`config.mk`:
```
export PLATFORM = sky130hd
export DESIGN_NAME = bcd_field_reg
export DESIGN_NICKNAME = d
export VERILOG_FILES = /design/src/rtl/bcd_field_reg.sv
export SDC_FILE = /design/constraint.sdc
export NUM_CORES = 1
export LEC_CHECK = 0
export CORE_MARGIN = 8
export CORE_UTILIZATION = 50
export CTS_CLUSTER_SIZE = 40
export DETAILED_ROUTE_END_ITERATION = 10
export GPL_TIMING_DRIVEN = 0
export PLACE_DENSITY = 0.79
export SYNTH_ARGS = -nofsm -noshare
export SYNTH_HDL_FRONTEND = slang
export SYNTH_SLANG_ARGS = --single-unit
```
`constraint.sdc`:
```
create_clock -name CLK -period 3.4 [get_ports CLK]
set_clock_uncertainty 0.1 [all_clocks]
set_input_delay 0.68 -clock CLK [delete_from_list [all_inputs] [get_ports CLK]]
set_output_delay 0.68 -clock CLK [all_outputs]
set_load 0.05 [all_outputs]
```
`src/rtl/bcd_field_reg.sv`:
```
// bcd_field_reg: two-digit BCD time field with edit, RTC load, tick carry and dirty flag; BCD_FIELD_AUTO_REPEAT_EN adds hold-to-repeat
module bcd_field_reg #(
    parameter logic [7:0] MIN_BCD = 8'h00,
    parameter logic [7:0] MAX_BCD = 8'h59,
    parameter logic [7:0] RST_BCD = 8'h00
`ifdef BCD_FIELD_AUTO_REPEAT_EN
    ,
    parameter logic [15:0] REPEAT_DLY = 16'd50000,
    parameter logic [15:0] REPEAT_PER = 16'd10000
`endif
) (
    input  logic       CLK,
    input  logic       RST,
    input  logic       UP,
    input  logic       DOWN,
    input  logic       Modificando,
    input  logic       Actualizar,
    input  logic       TICK,
    input  logic       WR_ACK,
    input  logic [7:0] DATA_in,
    output logic [7:0] DATA_out,
    output logic       CARRY,
    output logic       DIRTY,
    output logic       LOAD_ERR
);
    localparam logic [7:0] SPAN = MAX_BCD - MIN_BCD;
    logic       up_q, dn_q, up_step, dn_step, rep_step, step, step_up;
    logic       load, load_ok, tk;
    logic [7:0] inc_val, dec_val, data_n;
`ifdef BCD_FIELD_AUTO_REPEAT_EN
    logic [15:0] cnt;
    logic        rep_ph, held;
    // a button held steadily in edit mode fires after REPEAT_DLY cycles, then every REPEAT_PER
    always_comb begin
        held     = Modificando & ((UP & up_q & ~DOWN) | (DOWN & dn_q & ~UP));
        rep_step = held & (cnt == (rep_ph ? REPEAT_PER : REPEAT_DLY) - 16'd1);
    end
    // repeat counter restarts whenever the hold is broken
    always_ff @(posedge CLK) begin
        if (RST || !held) begin
            cnt    <= '0;
            rep_ph <= 1'b0;
        end else if (rep_step) begin
            cnt    <= '0;
            rep_ph <= 1'b1;
        end else begin
            cnt    <= cnt + 16'd1;
        end
    end
`else
    assign rep_step = 1'b0;
`endif
    // step detection, BCD neighbours, load validation and next-value selection
    always_comb begin
        up_step = UP & ~up_q;
        dn_step = DOWN & ~dn_q & ~UP;
        step    = Modificando & (up_step | dn_step | rep_step);
        step_up = up_step | (rep_step & UP);
        inc_val = DATA_out == MAX_BCD ? MIN_BCD :
                  DATA_out[3:0] == 4'd9 ? {DATA_out[7:4] + 4'd1, 4'd0} : {DATA_out[7:4], DATA_out[3:0] + 4'd1};
        dec_val = DATA_out == MIN_BCD ? MAX_BCD :
                  DATA_out[3:0] == 4'd0 ? {DATA_out[7:4] - 4'd1, 4'd9} : {DATA_out[7:4], DATA_out[3:0] - 4'd1};
        load    = ~Modificando & Actualizar;
        load_ok = DATA_in[7:4] <= 4'd9 && DATA_in[3:0] <= 4'd9 && 8'(DATA_in - MIN_BCD) <= SPAN;
        tk      = ~Modificando & ~Actualizar & TICK;
        data_n  = step ? (step_up ? inc_val : dec_val) : (load & load_ok) ? DATA_in : tk ? inc_val : DATA_out;
    end
    // field value, pulses, dirty flag and button history
    always_ff @(posedge CLK) begin
        if (RST) begin
            DATA_out <= RST_BCD;
            CARRY    <= 1'b0;
            DIRTY    <= 1'b0;
            LOAD_ERR <= 1'b0;
            up_q     <= 1'b0;
            dn_q     <= 1'b0;
        end else begin
            DATA_out <= data_n;
            CARRY    <= tk & (DATA_out == MAX_BCD);
            DIRTY    <= step | (DIRTY & ~WR_ACK & ~(load & load_ok));
            LOAD_ERR <= load & ~load_ok;
            up_q     <= UP;
            dn_q     <= DOWN;
        end
    end
endmodule

```
=== Word-level counts from Yosys, hierarchy flattened ===
Index checks and enable logic that the tools add are counted.
Widths: inputs -> output; s select.

* Word-level logic and storage cells: 53
* Input port bits: 16
* Bits in registers: 13
* Output and inout port bits: 11

* $add $sub $neg: 4
* Bitwise operators: 22
* Mux-type cells: 8
* $lt $le $gt $ge: 3
* Equality and inequality tests: 3
* Reductions and logical operators: 6

{| class="wikitable"
|+ Operators with widths
! cell !! count
|-
| $mux 8 || 8
|-
| $and 1x1->1 || 12
|-
| $add 4x1->4 const B || 2
|-
| $eq 8x7->1 const B || 1
|-
| $le 4x4->1 const B || 2
|-
| $le 8x7->1 const B || 1
|-
| $logic_not 8->1 || 1
|-
| $not 1->1 || 8
|-
| $sub 4x1->4 const B || 2
|-
| $eq 4x4->1 const B || 1
|-
| $logic_not 4->1 || 1
|-
| $ne 4x1->1 const B || 1
|-
| $reduce_bool 3->1 || 1
|-
| $logic_and 1x1->1 || 2
|-
| $or 1x1->1 || 2
|-
| $reduce_and 2->1 || 1
|}

=== Depth between registers and ports, before layout ===
* Depth after elaboration: 7
* Depth in mapped cells: 7
* Mapped depth without buffers: 7

=== Worst setup path after synthesis ===
OpenSTA, ideal clock, no wires.

* Path type: register -> register
* From: register DATA_out[0]
* To: register DATA_out[4]
* Path slack: 1221 ps
* Data arrival time: 2008 ps
* Path buffers: 0
* Data required time: 3229 ps
* Setup time: 71 ps
* Cell stages (with the launch flop): 8
* Path through: dfxtp_1 > inv_1 > ha_1 > or3b_1 > nor3_1 > a311oi_1 > a2111oi_0 > o2bb2ai_1

* Longest elaborated chain between the ends: 6

{| class="wikitable"
|+ RTL lines
! what !! RTL line !! text
|-
| start, declared || 21 || <nowiki>output logic [7:0] DATA_out,</nowiki>
|-
| start signal, assigned || 78 || <nowiki>DATA_out <= data_n;</nowiki>
|-
| $eq 4x4->1 || 60 || <nowiki>DATA_out[3:0] == 4'd9 ? {DATA_out[7:4] + 4'd1, 4'd0} : {DATA_out[7:4], DATA_out[3:0] + 4'd1};</nowiki>
|-
| $mux 8 || 60 ||
|-
| $mux 8 || 59 || <nowiki>inc_val = DATA_out == MAX_BCD ? MIN_BCD :</nowiki>
|-
| $mux 8 (3 in a row) || 66 || <nowiki>data_n = step ? (step_up ? inc_val : dec_val) : (load & load_ok) ? DATA_in : tk ? inc_val : DATA_out;</nowiki>
|}

Several ways; a longest one is shown, not always the timed one. The select of a mux whose other input is x is not followed.
A chain may end at the register's enable or synchronous reset.

=== Final worst setup path ===
* From: input UP
* To: register DATA_out[4]

* Longest elaborated chain between the ends: 6

{| class="wikitable"
|+ RTL lines
! what !! RTL line !! text
|-
| start, declared || 14 || <nowiki>input logic UP,</nowiki>
|-
| $not 1->1 || 56 || <nowiki>dn_step = DOWN & ~dn_q & ~UP;</nowiki>
|-
| $and 1x1->1 || 56 ||
|-
| $or 1x1->1 || 57 || <nowiki>step = Modificando & (up_step | dn_step | rep_step);</nowiki>
|-
| $and 1x1->1 || 57 ||
|-
| $ne 4x1->1 (no line) / $reduce_bool 3->1 (equally long branches) || -- ||
|-
| $reduce_and 2->1 (no line) || -- ||
|}

Several ways; a longest one is shown, not always the timed one.

==> flow_metrics.env <==
export IMPL_status="finished clean"
export IMPL_fin_nets=183
export IMPL_cts_sinks=13
export IMPL_seq_power_share=0.368
export IMPL_cap_violations=0
export IMPL_slowest_delay_ns=0.59
export IMPL_die_h_um=61.30
export IMPL_vdd_drop_max_uv=246.2
export IMPL_dr_pass1_iters=4
export IMPL_dp_hpwl_um=2396
export IMPL_p_switching_uw=184.6
export IMPL_io_pins=27
export IMPL_port_buffers=26
export IMPL_tritoncts="yes"
export IMPL_vias_per_cell=6.209
export IMPL_max_freq_mhz=353.4
export IMPL_n_antenna_cell=0
export IMPL_critPathRequiredTime_ns=3.52
export IMPL_core_um2=1942
export IMPL_grt_first_pass_wirelength_um=5244
export IMPL_synth_nets=152
export IMPL_period_minus_slack_ns=2.829
export IMPL_swShare=0.3868
export IMPL_crit_path_start_kind="input port"
export IMPL_rsz0062_at_grt="false"
export IMPL_num_rows=16
export IMPL_numCtsBuffers=3
export IMPL_drt_initial_drc_count=37
export IMPL_initial_core_util=0.5284
export IMPL_gp_congestion=0.8657
export IMPL_track_usage=0.1783
export IMPL_relSlewSlack=0.5552
export IMPL_ys_warn_count=0
export IMPL_first_global_vias=1160
export IMPL_clkTransAtPathRegs_ns=0.09
export IMPL_routed_wl_um=3089
export IMPL_die_w_um=61.30
export IMPL_synth_seq_area_share=0.2537
export IMPL_fin_util=0.6933
export IMPL_layout_common_cells="clkdlybuf4s50_1 (26), nor2_1 (14), dfxtp_1 (13), a21oi_1 (13), nand2_1 (8)"
export IMPL_fin_crit_sh=0.8322
export IMPL_layout_commonest_cell="clkdlybuf4s50_1"
export IMPL_synth_area_top_cells="dfxtp_1 (25%), ha_1 (7.3%), a21oi_1 (6.3%), nor2_1 (5.1%), a211oi_1 (4.4%)"
export IMPL_synth_top_cell_by_area="dfxtp_1"
export IMPL_postCtsSetupBuffers=0
export IMPL_cp_cell_sequence="clkdlybuf4s50_1, and4bb_1, a21oi_1, a31oi_1, a2111oi_0, o2bb2ai_1"
export IMPL_syn_to_final_growth_pct=31.22
export IMPL_pwr_share_comb=0.417
export IMPL_place_area_um2=1320
export IMPL_p_leak_uw=0.0005020
export IMPL_synth_top_cell_area_share=0.2537
export IMPL_cts_resized=0
export IMPL_p_per_area_nw_per_um2=354.6
export IMPL_pwr_share_clk=0.214
export IMPL_setup_viol=0
export IMPL_clockRootBuffer="clkbuf_4"
export IMPL_grt_max_degree=11
export IMPL_htree_levels=1
export IMPL_grt_remaining_overflow=0
export IMPL_synth_area_um2=1026
export IMPL_worst_setup_path_end_kind="flip-flop"
export IMPL_synth_edff_count=0
export IMPL_ys_ff_latch=13
export IMPL_vias=1161
export IMPL_critPathArrivalTime_ns=2.95
export IMPL_drv_slew=0
export IMPL_wl_per_cell_um=16.52
export IMPL_path_class="in -> reg"
export IMPL_worstHoldPathType="reg -> reg"
export IMPL_insertion_delay_ns=0.28
export IMPL_synth_area_per_cell_um2=7.892
export IMPL_crit_slowest_cell="a2111oi_0"
export IMPL_clockBufferDepth=2
export IMPL_synthCells=130
export IMPL_synth_cell_types=43
export IMPL_antenna_left=0
export IMPL_drc=0
export IMPL_worst_pin_slew_ns=0.6672
export IMPL_tns_ns=0
export IMPL_p_int_uw=292.8
export IMPL_hold_viol=0
export IMPL_antenna_found_initial=0
export IMPL_finalPower_uw=477.4
export IMPL_async_flop_share=0
export IMPL_fin_area_um2=1346
export IMPL_crit_fanout=7
export IMPL_die_area_um2=3758
export IMPL_drive_gt1_frac=0.06250
export IMPL_synth_ff_type="dfxtp_1"
export IMPL_ctsHoldBuffers=0
[per-layer routing]
metal	routed length (µm)	global-route usage	vias to the layer above
met3	348	0.04175	8
li1	-	-	553
met1	1265	0.2197	535
met2	1430	0.2866	65
met5	0	0	-
met4	44	0.07641	0
[cell families (layout without fill, tap and decap cells)]
logic type / after synthesis / in the layout / share of synthesized area
AND/OR/NAND/NOR: 52 / 52 / 0.2768
AO/OA/AOI/OAI: 44 / 44 / 0.3098
flip-flops: 13 / 13 / 0.2537
buffers and inverters: 11 / 41 / 0.05000
adder cells (fa/ha/maj): 6 / 6 / 0.07317
XOR/XNOR: 2 / 2 / 0.01708
multiplexers: 2 / 2 / 0.01951
[cell usage after synthesis, types with 2 or more instances]
library cell	count
a211oi_1	6
nand3b_1	2
o32ai_1	2
nor2b_1	3
a22o_1	2
nand3_1	5
a21oi_1	13
nand2_1	8
buf_2	2
nor2_1	14
mux2i_1	2
dfxtp_1	13
a31oi_1	2
o21a_1	2
nand2b_1	5
ha_1	6
nor3_1	6
and3b_1	2
inv_1	7
o21ai_0	4
xnor2_1	2
[final timing paths]
kind	slack [ns]	start	end	cells past startpoint
worst min-delay path	0.39	DIRTY	DIRTY	2
worst max register to register	1.05	DATA_out[0]	DATA_out[4]	7
worst min register to register	0.39	DIRTY	DIRTY	2
worst max-delay path	0.57	UP	DATA_out[4]	6
[metrics by stage]
| step | hold slack, ns | setup WS [ns] | std cells |
|---|---|---|---|
| floorplan | 0.6057 | 1.221 | 130 |
| global placement | 0.3703 | 0.4554 | 183 |
| detailed placement | 0.3803 | 0.3550 | 183 |
| CTS | 0.3926 | 0.6351 | 187 |
| global route | 0.4464 | 0.3938 | 187 |
| finish | 0.3897 | 0.5705 | 187 |
[area by class of cell]
| cell class | count | area, µm² |
|---|---|---|
| multi-input combinational | 106 | 714.4 |
| fill | 185 | 595.6 |
| sequential | 13 | 260.3 |
| timing repair buffer | 26 | 260.3 |
| tap | 27 | 33.78 |
| clock buffer | 4 | 26.28 |
| inverter | 7 | 26.28 |
| buffer | 4 | 25.02 |
[power by group through the flow]
stage	logic [µW]	registers (µW)	clock network [µW]
after floorplan	103	208	0
after global placement	193	178	0
after detailed placement	197	179	0
after CTS	198	176	103
after global routing	218	177	109
final	199	176	102
[registers in the layout, indices dropped and copies added, names as in the netlist]
name / cells
DATA_out: 8
CARRY: 1
DIRTY: 1
LOAD_ERR: 1
dn_q: 1
up_q: 1
[worst max-delay path, delay by kind of cell]
family                 cells  cell delay, ns
AO/OA/AOI/OAI              4            1.42
AND/OR/NAND/NOR            1            0.31
buffers and inverters      1            0.53
(Power assumes the default switching activity.)
